**src/rtl/cnn_pkg.sv**
```systemverilog
// rtl/cnn_pkg.sv - shared types and helpers for the CNN layer result path
//
// Purpose : collector FSM state encoding, default word width, and the ReLU /
//           signed max helpers reused by the pooling stages.
// Ports   : none (package).
package cnn_pkg;

  localparam int CNN_DATA_W = 16;

  typedef enum logic [1:0] {
    ST_IDLE    = 2'd0,
    ST_COLLECT = 2'd1,
    ST_REDUCE  = 2'd2,
    ST_DRAIN   = 2'd3
  } coll_state_e;

  // Negative words (sign bit set, including the most negative value) clamp to 0.
  function automatic logic [CNN_DATA_W-1:0] relu(input logic [CNN_DATA_W-1:0] x);
    return x[CNN_DATA_W-1] ? '0 : x;
  endfunction

  function automatic logic [CNN_DATA_W-1:0] max2(input logic [CNN_DATA_W-1:0] a,
                                                 input logic [CNN_DATA_W-1:0] b);
    return ($signed(a) > $signed(b)) ? a : b;
  endfunction

endpackage

```
**src/rtl/cnn_relu_slot.sv**
```systemverilog
// rtl/cnn_relu_slot.sv - per-thread finish edge detect, capture gating and ReLU buffer
//
// Purpose : watches one layer thread's finished level; on its rising edge while
//           collecting (and not yet captured) stores ReLU of its words.
// Ports   : clk_i/rst_ni      clock, async active-low reset
//           clear_i           drop the captured flag (new collection)
//           collect_i         high while the collector is in COLLECT
//           finished_i        thread done level
//           words_i           N_WEIGHTS raw words, word w at [w*DATA_W +: DATA_W]
//           capture_o         capture happening this cycle
//           captured_o        registered captured flag
//           words_o           buffered ReLU words, same layout as words_i
module cnn_relu_slot
  import cnn_pkg::*;
#(
  parameter int N_WEIGHTS = 2,
  parameter int DATA_W    = CNN_DATA_W
) (
  input  logic                          clk_i,
  input  logic                          rst_ni,
  input  logic                          clear_i,
  input  logic                          collect_i,
  input  logic                          finished_i,
  input  logic [N_WEIGHTS*DATA_W-1:0]   words_i,
  output logic                          capture_o,
  output logic                          captured_o,
  output logic [N_WEIGHTS*DATA_W-1:0]   words_o
);

  logic                        fin_q;
  logic                        captured_q;
  logic [N_WEIGHTS*DATA_W-1:0] buf_q;

  // A clear in the same cycle wins so a restart never inherits a stale capture.
  assign capture_o  = collect_i & ~clear_i & finished_i & ~fin_q & ~captured_q;
  assign captured_o = captured_q;
  assign words_o    = buf_q;

  always_ff @(posedge clk_i or negedge rst_ni) begin
    if (!rst_ni) begin
      fin_q      <= 1'b0;
      captured_q <= 1'b0;
      buf_q      <= '0;
    end else begin
      fin_q <= finished_i;
      if (clear_i) begin
        captured_q <= 1'b0;
      end else if (capture_o) begin
        captured_q <= 1'b1;
      end
      if (capture_o) begin
        for (int w = 0; w < N_WEIGHTS; w++) begin
          buf_q[w*DATA_W +: DATA_W] <= relu(words_i[w*DATA_W +: DATA_W]);
        end
      end
    end
  end

endmodule

```
**src/rtl/cnn_layer_result_collector.sv**
```systemverilog
// rtl/cnn_layer_result_collector.sv - collects, ReLUs and pair-max-pools CNN layer outputs
//
// Purpose : captures each thread's words on its finish edge, max-pools thread
//           pairs per weight and streams the pooled words on a valid/ready port.
// Ports   : clk_i/rst_ni      clock, async active-low reset
//           start_i           begin or restart a collection
//           finished_i        per-thread done levels
//           layer_data_i      word (t,w) at [(t*N_WEIGHTS+w)*DATA_W +: DATA_W]
//           m_valid_o/m_ready_i/m_data_o/m_idx_o/m_last_o  pooled word stream
//           busy_o            not idle
//           done_o            one-cycle pulse after the final handshake
//           err_timeout_o     sticky collection timeout, cleared by start
module cnn_layer_result_collector
  import cnn_pkg::*;
#(
  parameter int N_THREADS = 4,
  parameter int N_WEIGHTS = 2,
  parameter int DATA_W    = CNN_DATA_W,
  parameter int TIMEOUT   = 2048,
  localparam int N_POOL   = N_THREADS / 2 * N_WEIGHTS,
  localparam int IDX_W    = (N_POOL > 1) ? $clog2(N_POOL) : 1,
  localparam int CNT_W    = (TIMEOUT > 1) ? $clog2(TIMEOUT) : 1
) (
  input  logic                                  clk_i,
  input  logic                                  rst_ni,
  input  logic                                  start_i,
  input  logic [N_THREADS-1:0]                  finished_i,
  input  logic [N_THREADS*N_WEIGHTS*DATA_W-1:0] layer_data_i,
  output logic                                  m_valid_o,
  input  logic                                  m_ready_i,
  output logic [DATA_W-1:0]                     m_data_o,
  output logic [IDX_W-1:0]                      m_idx_o,
  output logic                                  m_last_o,
  output logic                                  busy_o,
  output logic                                  done_o,
  output logic                                  err_timeout_o
);

  localparam int SLOT_W = N_WEIGHTS * DATA_W;

  coll_state_e state_q, state_d;
  logic [CNT_W-1:0] cnt_q, cnt_d;
  logic [IDX_W-1:0] idx_q, idx_d;
  logic             err_q, err_d;
  logic             done_q, done_d;
  logic             clear;
  logic [N_THREADS-1:0] capture, captured;
  logic [N_THREADS*SLOT_W-1:0] buf_all;
  logic [DATA_W-1:0] pool_q [N_POOL];
  logic             drain, mask_full;

  for (genvar t = 0; t < N_THREADS; t++) begin : g_slot
    cnn_relu_slot #(.N_WEIGHTS(N_WEIGHTS), .DATA_W(DATA_W)) u_slot (
      .clk_i      (clk_i),
      .rst_ni     (rst_ni),
      .clear_i    (clear),
      .collect_i  (state_q == ST_COLLECT),
      .finished_i (finished_i[t]),
      .words_i    (layer_data_i[t*SLOT_W +: SLOT_W]),
      .capture_o  (capture[t]),
      .captured_o (captured[t]),
      .words_o    (buf_all[t*SLOT_W +: SLOT_W])
    );
  end

  // Including this cycle's captures lets REDUCE follow the last capture directly;
  // the buffers are written on the same edge, so REDUCE sees them settled.
  assign mask_full = &(captured | capture);

  always_comb begin
    state_d = state_q;
    cnt_d   = cnt_q;
    idx_d   = idx_q;
    err_d   = err_q;
    done_d  = 1'b0;
    clear   = 1'b0;
    unique case (state_q)
      ST_IDLE: begin
        if (start_i) begin
          state_d = ST_COLLECT;
          clear   = 1'b1;
          cnt_d   = '0;
          err_d   = 1'b0;
        end
      end
      ST_COLLECT: begin
        if (mask_full) begin
          state_d = ST_REDUCE;
        end else if (cnt_q == CNT_W'(TIMEOUT - 1)) begin
          state_d = ST_IDLE;
          err_d   = 1'b1;
        end else begin
          cnt_d = cnt_q + 1'b1;
        end
      end
      ST_REDUCE: begin
        state_d = ST_DRAIN;
        idx_d   = '0;
      end
      ST_DRAIN: begin
        if (m_ready_i) begin
          if (idx_q == IDX_W'(N_POOL - 1)) begin
            state_d = ST_IDLE;
            done_d  = 1'b1;
          end else begin
            idx_d = idx_q + 1'b1;
          end
        end
      end
      default: state_d = ST_IDLE;
    endcase
    // Restart from any active state discards the partial frame and any done.
    if (start_i && state_q != ST_IDLE) begin
      state_d = ST_COLLECT;
      clear   = 1'b1;
      cnt_d   = '0;
      err_d   = 1'b0;
      done_d  = 1'b0;
    end
  end

  always_ff @(posedge clk_i or negedge rst_ni) begin
    if (!rst_ni) begin
      state_q <= ST_IDLE;
      cnt_q   <= '0;
      idx_q   <= '0;
      err_q   <= 1'b0;
      done_q  <= 1'b0;
    end else begin
      state_q <= state_d;
      cnt_q   <= cnt_d;
      idx_q   <= idx_d;
      err_q   <= err_d;
      done_q  <= done_d;
    end
  end

  always_ff @(posedge clk_i or negedge rst_ni) begin
    if (!rst_ni) begin
      for (int i = 0; i < N_POOL; i++) pool_q[i] <= '0;
    end else if (state_q == ST_REDUCE) begin
      for (int p = 0; p < N_THREADS / 2; p++) begin
        for (int w = 0; w < N_WEIGHTS; w++) begin
          pool_q[p*N_WEIGHTS + w] <= max2(buf_all[((2*p)*N_WEIGHTS + w)*DATA_W +: DATA_W],
                                          buf_all[((2*p+1)*N_WEIGHTS + w)*DATA_W +: DATA_W]);
        end
      end
    end
  end

  assign drain         = (state_q == ST_DRAIN);
  assign m_valid_o     = drain;
  assign m_data_o      = drain ? pool_q[idx_q] : '0;
  assign m_idx_o       = drain ? idx_q : '0;
  assign m_last_o      = drain && (idx_q == IDX_W'(N_POOL - 1));
  assign busy_o        = (state_q != ST_IDLE);
  assign done_o        = done_q;
  assign err_timeout_o = err_q;

endmodule

```
**config.mk**
```make
export PLATFORM = sky130hd
export DESIGN_NAME = cnn_layer_result_collector
export DESIGN_NICKNAME = d
export VERILOG_FILES = /design/src/rtl/cnn_pkg.sv /design/src/rtl/cnn_relu_slot.sv /design/src/rtl/cnn_layer_result_collector.sv
export SDC_FILE = /design/constraint.sdc
export NUM_CORES = 1
export LEC_CHECK = 0
export ABC_CLOCK_PERIOD_IN_PS = 3100
export CAP_MARGIN = 20
export CELL_PAD_IN_SITES_DETAIL_PLACEMENT = 2
export CELL_PAD_IN_SITES_GLOBAL_PLACEMENT = 2
export CORE_MARGIN = 8
export CORE_UTILIZATION = 37
export DETAILED_ROUTE_END_ITERATION = 8
export GPL_TIMING_DRIVEN = 0
export HOLD_SLACK_MARGIN = 0.15
export PLACE_DENSITY = 0.95
export SLEW_MARGIN = 25
export SYNTH_ARGS = -nofsm -noshare
export SYNTH_HDL_FRONTEND = slang
export SYNTH_SLANG_ARGS = --single-unit
```
**constraint.sdc**
```tcl
create_clock -name clk_i -period 3.1 [get_ports clk_i]
set_input_delay 0.31 -clock clk_i [delete_from_list [all_inputs] [get_ports clk_i]]
set_output_delay 0.31 -clock clk_i [all_outputs]
set_load 0.01 [all_outputs]
```
# Word-level counts from Yosys, hierarchy flattened
# Index checks and enable logic that the tools add are counted.
[totals]
register_bits = 217
input_bits = 136
out_inout_bits = 23
word_cells = 133
[op_classes]
addsub = 2
order_cmp = 5
n_eq_ne = 14
mux = 52
bitwise = 24
n_reduce_logical = 15
[ops]
columns = ["op", "n"]
rows = [
  ["two-way mux 15 bit", 8],
  ["two-way mux 16 bit", 7],
  ["> comparator 16 bit", 4],
  ["two-way mux 11 bit", 4],
  ["binary-select mux 16 bit (select 2 bit)", 1],
  ["case mux 11 bit (2 select lines)", 1],
  ["two-way mux 1 bit", 19],
  ["two-way mux 2 bit", 9],
  ["AND reduction 4 bit", 4],
  ["AND 1 bit", 13],
  ["inequality test 3 bit, second input constant", 4],
  ["nonzero test 2 bit", 6],
  ["adder 11 x 1 -> 11 bit, second input constant", 1],
  ["equality test 11 bit, second input constant", 1],
  ["NOT 1 bit", 9],
  ["case mux 2 bit (4 select lines)", 1],
  ["equality test 2 bit, second input constant", 3],
  ["inequality test 2 bit, second input constant", 2],
  ["inequality test 4 bit, second input constant", 1],
  ["OR 4 bit", 1],
  ["case mux 2 bit (2 select lines)", 1],
  [">= comparator 3 bit, second input constant", 1],
  ["inequality test 3 x 1 -> 1 bit, second input constant", 1],
  ["inequality test 3 x 2 -> 1 bit, second input constant", 1],
  ["other kinds (8)", 9],
]

# Depth between registers and ports, before layout
[depth]
depth_word = 13
ltp_mapped = 9
depth_no_buf = 7

# Modules after synthesis
# Synthesis repeated with hierarchy kept, for this count alone.
[hier_totals]
hier_cells = 1132
area_unflattened_um2 = 12244.2
[modules_own_cells]
columns = ["mod", "instances", "cells_per_inst", "area_each_um2", "seq_area_each_um2"]
rows = [
  ["cnn_relu_slot", 4, 106, 1559.0, 800.8],
  ["cnn_layer_result_collector", 1, 708, 6008.3, 2026.9],
]

# Worst setup path before layout
# No wires, ideal clock.
[synth_timing]
path_kind = "register to register"
startpoint = "register g_slot[0].u_slot.buf_q[14]"
endpoint = "register pool_q[61] (netlist bit)"
setup_time_ps = 127
arrival_time_ps = 2028
required_ps = 2973
slack_ps = 945
path_stages_with_launch = 9
n_path_buf = 2
period_less_slack_ps = 2155
path_cell_list = "dfrtp_1 -> ha_1 -> nand3_1 -> or4b_2 -> clkbuf_1 -> buf_2 -> nand3_1 -> a31oi_1 -> nand3b_1"
[synth_via]
elab_chain_cells = 2
[synth_rtl]
columns = ["element", "line", "rtl"]
rows = [
  ["from (decl)", "cnn_relu_slot.sv:32", "logic [N_WEIGHTS*DATA_W-1:0] buf_q;"],
  ["from (signal, indexed assignment)", "cnn_relu_slot.sv:53", "buf_q[w*DATA_W +: DATA_W] <= relu(words_i[w*DATA_W +: DATA_W]);"],
  ["> comparator 16 bit", "cnn_pkg.sv:24", "return ($signed(a) > $signed(b)) ? a : b;"],
  ["two-way mux 16 bit", "cnn_pkg.sv:24", ""],
  ["to (signal, indexed assignment)", "cnn_layer_result_collector.sv:144", "pool_q[p*N_WEIGHTS + w] <= max2(buf_all[((2*p)*N_WEIGHTS + w)*DATA_W +: DATA_W],"],
  ["to (decl)", "cnn_layer_result_collector.sv:49", "logic [DATA_W-1:0] pool_q [N_POOL];"],
]
# No other way between the ends.
# A chain may end at the register's enable or synchronous reset.

# Worst setup path in the final report
[layout_timing]
startpoint = "register idx_q[0]"
endpoint = "output port m_data_o[9]"
[layout_via]
elab_chain_cells = 5
[layout_rtl]
columns = ["element", "line", "rtl"]
rows = [
  ["from (decl)", "cnn_layer_result_collector.sv:43", "logic [IDX_W-1:0] idx_q, idx_d;"],
  ["from (signal assigned)", "cnn_layer_result_collector.sv:132", "idx_q <= idx_d;"],
  ["NOT 2 -> 3 bit (implied by the code)", "cnn_layer_result_collector.sv:153", "assign m_data_o = drain ? pool_q[idx_q] : '0;"],
  ["binary-select mux 16 bit (select 2 bit)", "cnn_layer_result_collector.sv:153", ""],
  ["two-way mux 16 bit (implied by the code) (2 in a row)", "cnn_layer_result_collector.sv:153", ""],
  ["two-way mux 16 bit", "cnn_layer_result_collector.sv:153", ""],
  ["to (decl)", "cnn_layer_result_collector.sv:31", "output logic [DATA_W-1:0] m_data_o,"],
]
# No other way between the ends. The select of a mux whose other input is x is not followed.

==> metrics.json <==
{
  "critical-path-top-delay-family": {"value": "buffers and inverters"},
  "cts_tree": {"value": "yes"},
  "track_usage": {"value": 26.4, "unit": "%"},
  "synth_top_cell_by_area": {"value": "sky130_fd_sc_hd__dfrtp_1"},
  "yosys-top-cells-area": {"value": "sky130_fd_sc_hd__dfrtp_1 (42%), sky130_fd_sc_hd__nand2b_1 (6.5%), sky130_fd_sc_hd__ha_1 (6.4%)"},
  "peakVddDrop": {"value": 0.000382, "unit": "V"},
  "crit_path_cell_trace": {"value": "buf_4 > buf_4 > mux4_2 > nor2b_2 > clkdlybuf4s50_1"},
  "cts.clk_slew.worst_paths": {"value": 0.06, "unit": "ns"},
  "static-leakage-power": {"value": 0.00639, "unit": "uW"},
  "post-synth-top-count-cell": {"value": "sky130_fd_sc_hd__dfrtp_1"},
  "setup_violations": {"value": 0},
  "drt_pass1_iterations": {"value": 5},
  "timing.setup.critical_path_class": {"value": "reg2out"},
  "avgViaCountPerCell": {"value": 5.87},
  "maximum_clock_skew_at_final_layout": {"value": 0.0133, "unit": "ns"},
  "syn2layout_area_growth": {"value": 24.6, "unit": "%"},
  "drc": {"value": 0},
  "total_vias_in_the_final_route": {"value": 12000},
  "timing.critical_path.required": {"value": 2.79, "unit": "ns"},
  "fin_crit_sh": {"value": 96.5, "unit": "%"},
  "dominantRegCellSynth": {"value": "sky130_fd_sc_hd__dfrtp_1"},
  "synth.top_cell.area_share": {"value": 42.0, "unit": "%"},
  "timing.slew.headroom": {"value": 51.5, "unit": "%"},
  "core-area": {"value": 32500, "unit": "sq um"},
  "globalRouteOverflowTotal": {"value": 0},
  "initial_utilization": {"value": 37.5, "unit": "%"},
  "power.share.clock": {"value": 37.6, "unit": "%"},
  "htreeDepth": {"value": 1},
  "cts_num_sinks": {"value": 205},
  "post-layout-total-power": {"value": 7950, "unit": "uW"},
  "number_of_antenna_violations_at_the_first_check_in_global_routing": {"value": 0},
  "power-per-cell-area": {"value": 522, "unit": "nW/um^2"},
  "timing.hold.worst.class": {"value": "in2reg"},
  "finish.utilization": {"value": 46.8, "unit": "%"},
  "power.switching": {"value": 2600, "unit": "uW"},
  "cp.buffers_inverters": {"value": 3},
  "globalplace.congestion": {"value": 0.846},
  "cp_max_fo": {"value": 10},
  "dieWidth": {"value": 198, "unit": "um"},
  "grt_start_max_net_pins": {"value": 75},
  "cts.repair_timing.setup_buffer_count": {"value": 0},
  "pwr-share-comb": {"value": 22.8, "unit": "%"},
  "root_buffer": {"value": "sky130_fd_sc_hd__clkbuf_16"},
  "rsz_0062_raised_after_global_routing": {"value": "false"},
  "ys_warn_count": {"value": 0},
  "netSwitchingFraction": {"value": 32.7, "unit": "%"},
  "finalHoldViolCount": {"value": 0},
  "internal_power": {"value": 5350, "unit": "uW"},
  "synth-edff-count": {"value": 0},
  "drtAntennaViolNets": {"value": 0},
  "floorplan.die.height": {"value": 198, "unit": "um"},
  "synth_register_bits": {"value": 205},
  "drv_slew": {"value": 0},
  "timing.critical_path.arrival": {"value": 2.68, "unit": "ns"},
  "worst-slew-pin-transition": {"value": 0.727, "unit": "ns"},
  "std_cell_rows": {"value": 66},
  "dp_hpwl": {"value": 38000, "unit": "um"},
  "first_global_vias": {"value": 13800},
  "wl_per_cell": {"value": 25.5, "unit": "um"},
  "ys_async_sr_fraction": {"value": 100, "unit": "%"},
  "worst_hold_slack": {"value": 0.287, "unit": "ns"},
  "place.port_buffers": {"value": 157},
  "cts_inserted_buffers": {"value": 24},
  "postSynthNetCount": {"value": 1591},
  "netlist-cell-type-count": {"value": 47},
  "io-pin-count": {"value": 159},
  "dr.first_iter.drc_count": {"value": 636},
  "grt_pass1_wl": {"value": 81900, "unit": "um"},
  "slowest_delay": {"value": 0.52, "unit": "ns"},
  "worstSetupStartpointType": {"value": "register"},
  "syn_area": {"value": 12200, "unit": "sq um"},
  "post_synthesis_cells": {"value": 1393},
  "crit_slowest_cell": {"value": "sky130_fd_sc_hd__mux4_2"},
  "run_status": {"value": "finished, final reports clean"},
  "period_needed": {"value": 2.99, "unit": "ns"},
  "max_freq": {"value": 334, "unit": "MHz"},
  "critPathCaptureType": {"value": "output pin"},
  "drive_above_1_share": {"value": 9.05, "unit": "%"},
  "max-cap-violations": {"value": 0},
  "seq_power_share": {"value": 39.7, "unit": "%"},
  "final_nets": {"value": 1774},
  "clkLatencyLatePin": {"value": 0.54, "unit": "ns"},
  "cts_buffer_depth": {"value": 3},
  "critical-path-top-cell-by-count": {"value": "sky130_fd_sc_hd__buf_4"},
  "detail_route.wirelength": {"value": 51900, "unit": "um"},
  "syn_avg_cell_area": {"value": 8.77, "unit": "sq um"},
  "yosysSeqAreaShare": {"value": 42.0, "unit": "%"},
  "most_frequent_cells_after_synthesis": {"value": "sky130_fd_sc_hd__dfrtp_1 (205), sky130_fd_sc_hd__nand2_1 (140), sky130_fd_sc_hd__o21ai_0 (137)"},
  "floorplan.die_area": {"value": 39100, "unit": "sq um"}
}
==> final timing paths <==
path                                              start                           end  slack (ns)  cells after the start
max in group asynchronous                        rst_ni  g_slot[1].u_slot.words_o[24]        1.96                      3
min                                       finished_i[0]        g_slot[0].u_slot.fin_q        0.29                      1
min in group asynchronous                        rst_ni                      cnt_q[0]        0.31                      2
min reg2reg                 g_slot[3].u_slot.words_o[1]   g_slot[3].u_slot.words_o[1]        0.49                      2
max                                            idx_q[0]                   m_data_o[9]        0.11                      5
max reg2reg                g_slot[3].u_slot.words_o[11]                    pool_q[23]        0.36                      9
==> cells by family after synthesis <==
family / after synthesis / synth area share (%)
AO/OA/AOI/OAI: 315 / 16.8
adder cells (fa/ha/maj): 62 / 6.35
buffers and inverters: 190 / 6.07
flip-flops: 205 / 42.0
multiplexers: 17 / 3.01
other: 1 / 0.0307
AND/OR/NAND/NOR: 603 / 25.7
==> what timing repair did <==
item / CTS / global route
hold endpoints to repair: 66 / 0
hold buffers: 1 / 0
gates resized for setup: 6 / 2
endpoints found under the setup margin: 10 / 1
==> metrics by stage <==
step                worst slack [ns]  instance area, sq um  cells  TNS [ns]
floorplan                      0.945                 12200   1393         0
global placement               -6.89                 14300   1992  -1407.23
detailed placement             0.178                 14400   1994         0
CTS                           0.0627                 15200   2034         0
global route                 0.00399                 15200   2034         0
finish                         0.109                 15200   2035         0
==> power by group through the flow <==
stage	logic [uW]	registers (uW)	clock network, uW
after floorplan	1020	3080	0
after global placement	1550	3160	0
after detailed placement	1760	3190	0
after CTS	1800	3150	3030
after global routing	2000	3180	3100
final	1810	3150	2990
==> layout make-up <==
| type | count | area [sq um] |
|---|---|---|
| Buffer | 114 | 464 |
| Tap cell | 442 | 553 |
| Multi-Input combinational cell | 998 | 6350 |
| Sequential cell | 205 | 5130 |
| Clock buffer | 36 | 697 |
| Fill cell | 3513 | 17300 |
| Timing Repair Buffer | 160 | 1640 |
| Antenna cell | 1 | 2.50 |
| Inverter | 73 | 274 |
| Clock inverter | 6 | 108 |
==> registers in the layout, indices dropped and copies added (netlist names) <==
name and cells:
g_slot.u_slot.captured_o 4, g_slot.u_slot.words_o 120, cnt_q 11, g_slot.u_slot.fin_q 4, err_timeout_o 1, pool_q 60
idx_q 2, state_q 2, done_o 1
==> layer usage <==
| layer | wire [um] | global-route usage (%) | vias up | part of all wire (%) |
|---|---|---|---|---|
| li1 | - | - | 5296 | - |
| met3 | 2550 | 4.23 | 155 | 4.9 |
| met4 | 2730 | 12.7 | 0 | 5.3 |
| met1 | 20400 | 30.4 | 6078 | 39 |
| met5 | 0 | 0 | - | 0 |
| met2 | 26200 | 47.2 | 426 | 51 |
==> cell usage in the layout (no fill, tap or decap), types with 62 or more instances in the layout <==
cell type,instances
sky130_fd_sc_hd__dfrtp_1,203
sky130_fd_sc_hd__o21ai_0,137
sky130_fd_sc_hd__clkdlybuf4s50_1,156
sky130_fd_sc_hd__clkbuf_1,108
sky130_fd_sc_hd__nand2b_1,126
sky130_fd_sc_hd__ha_1,62
sky130_fd_sc_hd__inv_1,73
sky130_fd_sc_hd__nand3_1,126
sky130_fd_sc_hd__nand4_1,73
sky130_fd_sc_hd__nor2_1,70
sky130_fd_sc_hd__nand2_1,140
Note: power is estimated with default switching activity, not from simulation.
==> edit (same settings) <==
`N_THREADS`: 4 -> 8.
--- a/src/rtl/cnn_layer_result_collector.sv
+++ b/src/rtl/cnn_layer_result_collector.sv
@@ -14,5 +14,5 @@
   import cnn_pkg::*;
 #(
-  parameter int N_THREADS = 4,
+  parameter int N_THREADS = 8,
   parameter int N_WEIGHTS = 2,
   parameter int DATA_W    = CNN_DATA_W,
Interface: changed (resized finished_i, layer_data_i and m_idx_o); port bits go from 159 to 292. The function was not compared with the original's and may differ.
==> edit against the original RTL <==
- sequential cell count rose by 189
- final cell count rose by 67%
- wire length rose by 73%
- power rose by 100%
- first-iteration DRC count rose by 53%
- synthesized cell count rose by 62%
- area after synthesis rose by 72%
- cell area rose by 76%
- sequential power rose by 95%
- worst setup slack got worse by 36 ps
- highest routed layer is now met5
==> edit: results (changes against the original RTL) <==
[run_status]
outcome=finished clean  ; unchanged

[worst_setup_path]
worstPathArrival_ps=2720  ; was 2680 ps
worstPathMaxFanout=10  ; unchanged
reg2reg_slack_ps=80  ; was 360 ps
r2r_cells=8  ; was 9
timing.rr.end=pool_q[125]$_DFFE_PN0P_  ; was pool_q[23]$_DFFE_PN0P_
reg2reg_from=g_slot[0].u_slot.words_o[9]$_DFFE_PN0P_  ; was g_slot[3].u_slot.words_o[11]$_DFFE_PN0P_

[detailed_routing]
dr.pass1.iters=5  ; unchanged
post_drt_via_cell_ratio=5.497  ; was 5.875
vias=18650  ; was 11960
dr.first_iter.drc_count=972  ; was 636
wl_microns=89490  ; was 51870 microns

[sta]
worst_clock_skew_ps=25.85  ; was 13.27 ps
worst_pin_slew_ps=780.2  ; was 726.9 ps

[logic_synthesis]
synthCells=2254  ; was 1393
synthXorXnorAreaFrac_pct=0  ; unchanged
synth_cell_types=48  ; was 47
synth_nets=2645  ; was 1591
yosys-top-cells-count=dfrtp_1 (394), nand2_1 (327), o21ai_0 (262)  ; was dfrtp_1 (205), nand2_1 (140), o21ai_0 (137)
synthMuxAreaShare_pct=9.161  ; was 3.012%
synthAdderAreaFrac_pct=7.336  ; was 6.351%
yosys_warnings=0  ; unchanged
ys_seq_area_share_pct=47.00  ; was 42.00%
synth_area_leaders=dfrtp_1 (47%), nand2b_1 (7.5%), ha_1 (7.3%)  ; was dfrtp_1 (42%), nand2b_1 (6.5%), ha_1 (6.4%)
async_flop_share_pct=100.0  ; unchanged
synth_compound_area_share_pct=12.69  ; was 16.79%

[min_path]
min-delay-start=finished_i[3]  ; was finished_i[0]
holdPathEnd=g_slot[3].u_slot.fin_q$_DFF_PN0_  ; was g_slot[0].u_slot.fin_q$_DFF_PN0_
min_path_type=in2reg  ; unchanged

[placed_design]
gp_congestion=0.8770  ; was 0.8457
dp_hpwl_microns=65400  ; was 37980 microns
preCtsSetupSlack_ps=-14.40  ; was 178.1 ps
dp.cells=3303  ; was 1994
io_buffers=289  ; was 157

[global_route]
antenna_found_initial=2  ; was 0
grt_use_total_pct=27.38  ; was 26.41%
grt_max_degree=97  ; was 75
grt_pass1_vias=22010  ; was 13840
grt_pass1_wl_microns=136200  ; was 81940 microns

[clocking]
cts-buffers-inserted=46  ; was 24
h-tree-depth=2  ; was 1
ctsLongestPathBuffers=3  ; unchanged
clk_latency_ps=590  ; was 540 ps
clk_pin_slew_ps=60  ; about the same

[finish]
nets=2991  ; was 1774
fillerInstances=5830  ; was 3513
drive_gt1_share_pct=6.755  ; was 9.045%
largest_register_ffs=240  ; was 120

[power]
vdd_drop_max_v=0.0003260  ; was 0.0003823 V
p_leak_uw=0.01205  ; was 0.006394 uW

[flow_run]
cap_viol_max_count=0  ; unchanged

==> edit: worst max path at each step <==
| stage | from | end | slack, ps | cells after the start |
|---|---|---|---|---|
| 4_1_cts | state_q[1]$_DFFE_PN0P_ | m_idx_o[2] | -30 | 5 |
| 3_3_place_gp | rst_ni | g_slot[1].u_slot.words_o[12]$_DFFE_PN0P_ | -15000 | 1 |
| 2_1_floorplan | g_slot[6].u_slot.words_o[29]$_DFFE_PN0P_ | pool_q[10]$_DFFE_PN0P_ | 830 | 8 |
| 5_1_grt | g_slot[1].u_slot.words_o[29]$_DFFE_PN0P_ | pool_q[109]$_DFFE_PN0P_ | -10 | 9 |
| 6_report | idx_q[1]$_DFFE_PN0P_ | m_data_o[3] | 70 | 5 |
| 3_5_place_dp | idx_q[0]$_DFFE_PN0P_ | m_data_o[4] | -10 | 5 |
==> edit: layout make-up <==
type | instances | share of cell area, %
tap | 756 | 3.533
multi-input combinational | 1598 | 38.12
timing repair buffer | 299 | 11.41
sequential | 394 | 36.83
inverter | 145 | 2.038
buffer | 116 | 1.949
antenna | 1 | 0.009348
clock buffer | 62 | 5.015
clock inverter | 21 | 1.084
==> edit: cells by family after synthesis <==
logic type / Yosys count
other: 1
DFF: 394
adders and majority gates: 123
AOI/OAI and AO/OA: 499
muxes: 154
buffers and inverters: 262
and+or+nand+nor: 821
==> edit: through the flow <==
step                util [%]  area [sq um]  setup TNS, ps  hold WS [ps]
global placement       44.10         24820       -5890630         486.7
global route           47.57         26770         -13.39         194.6
finish                 47.57         26770              0         208.7
floorplan                  -         20980              0         14.41
CTS                    47.34         26640         -86.10         179.6
detailed placement     44.30         24930         -25.38         342.1
==> edit: per-layer routing <==
| layer | global-route usage, % | wire length, microns |
|---|---|---|
| met5 | 0 | 11 |
| met4 | 11.65 | 4059 |
| met3 | 4.162 | 3703 |
| met2 | 49.64 | 46200 |
| met1 | 31.94 | 35520 |
==> edit: timing repair <==
| action | 4_1_cts | 5_1_grt |
|---|---|---|
| gates cloned | 0 | 0 |
| pin swaps | 0 | 4 |
| buffers inserted | 0 | 5 |
| hold buffers | 1 | 0 |
| hold endpoints to repair | 73 | 0 |
| endpoints found under the setup margin | 28 | 65 |
| gates resized for setup | 26 | 22 |
==> edit: critical path, stage by stage, from the launching register on <==
cell	delay [ps]
dfrtp_1	520
clkbuf_4	330
mux4_2	240
nand2_1	60
a21oi_1	370
clkdlybuf4s50_1	620
==> edit: where the power goes <==
| group | total (uW) | internal (uW) | switching, uW |
|---|---|---|---|
| clock | 5980 | 3610 | 2370 |
| sequential | 6140 | 5590 | 544 |
| combinational | 4050 | 1700 | 2360 |
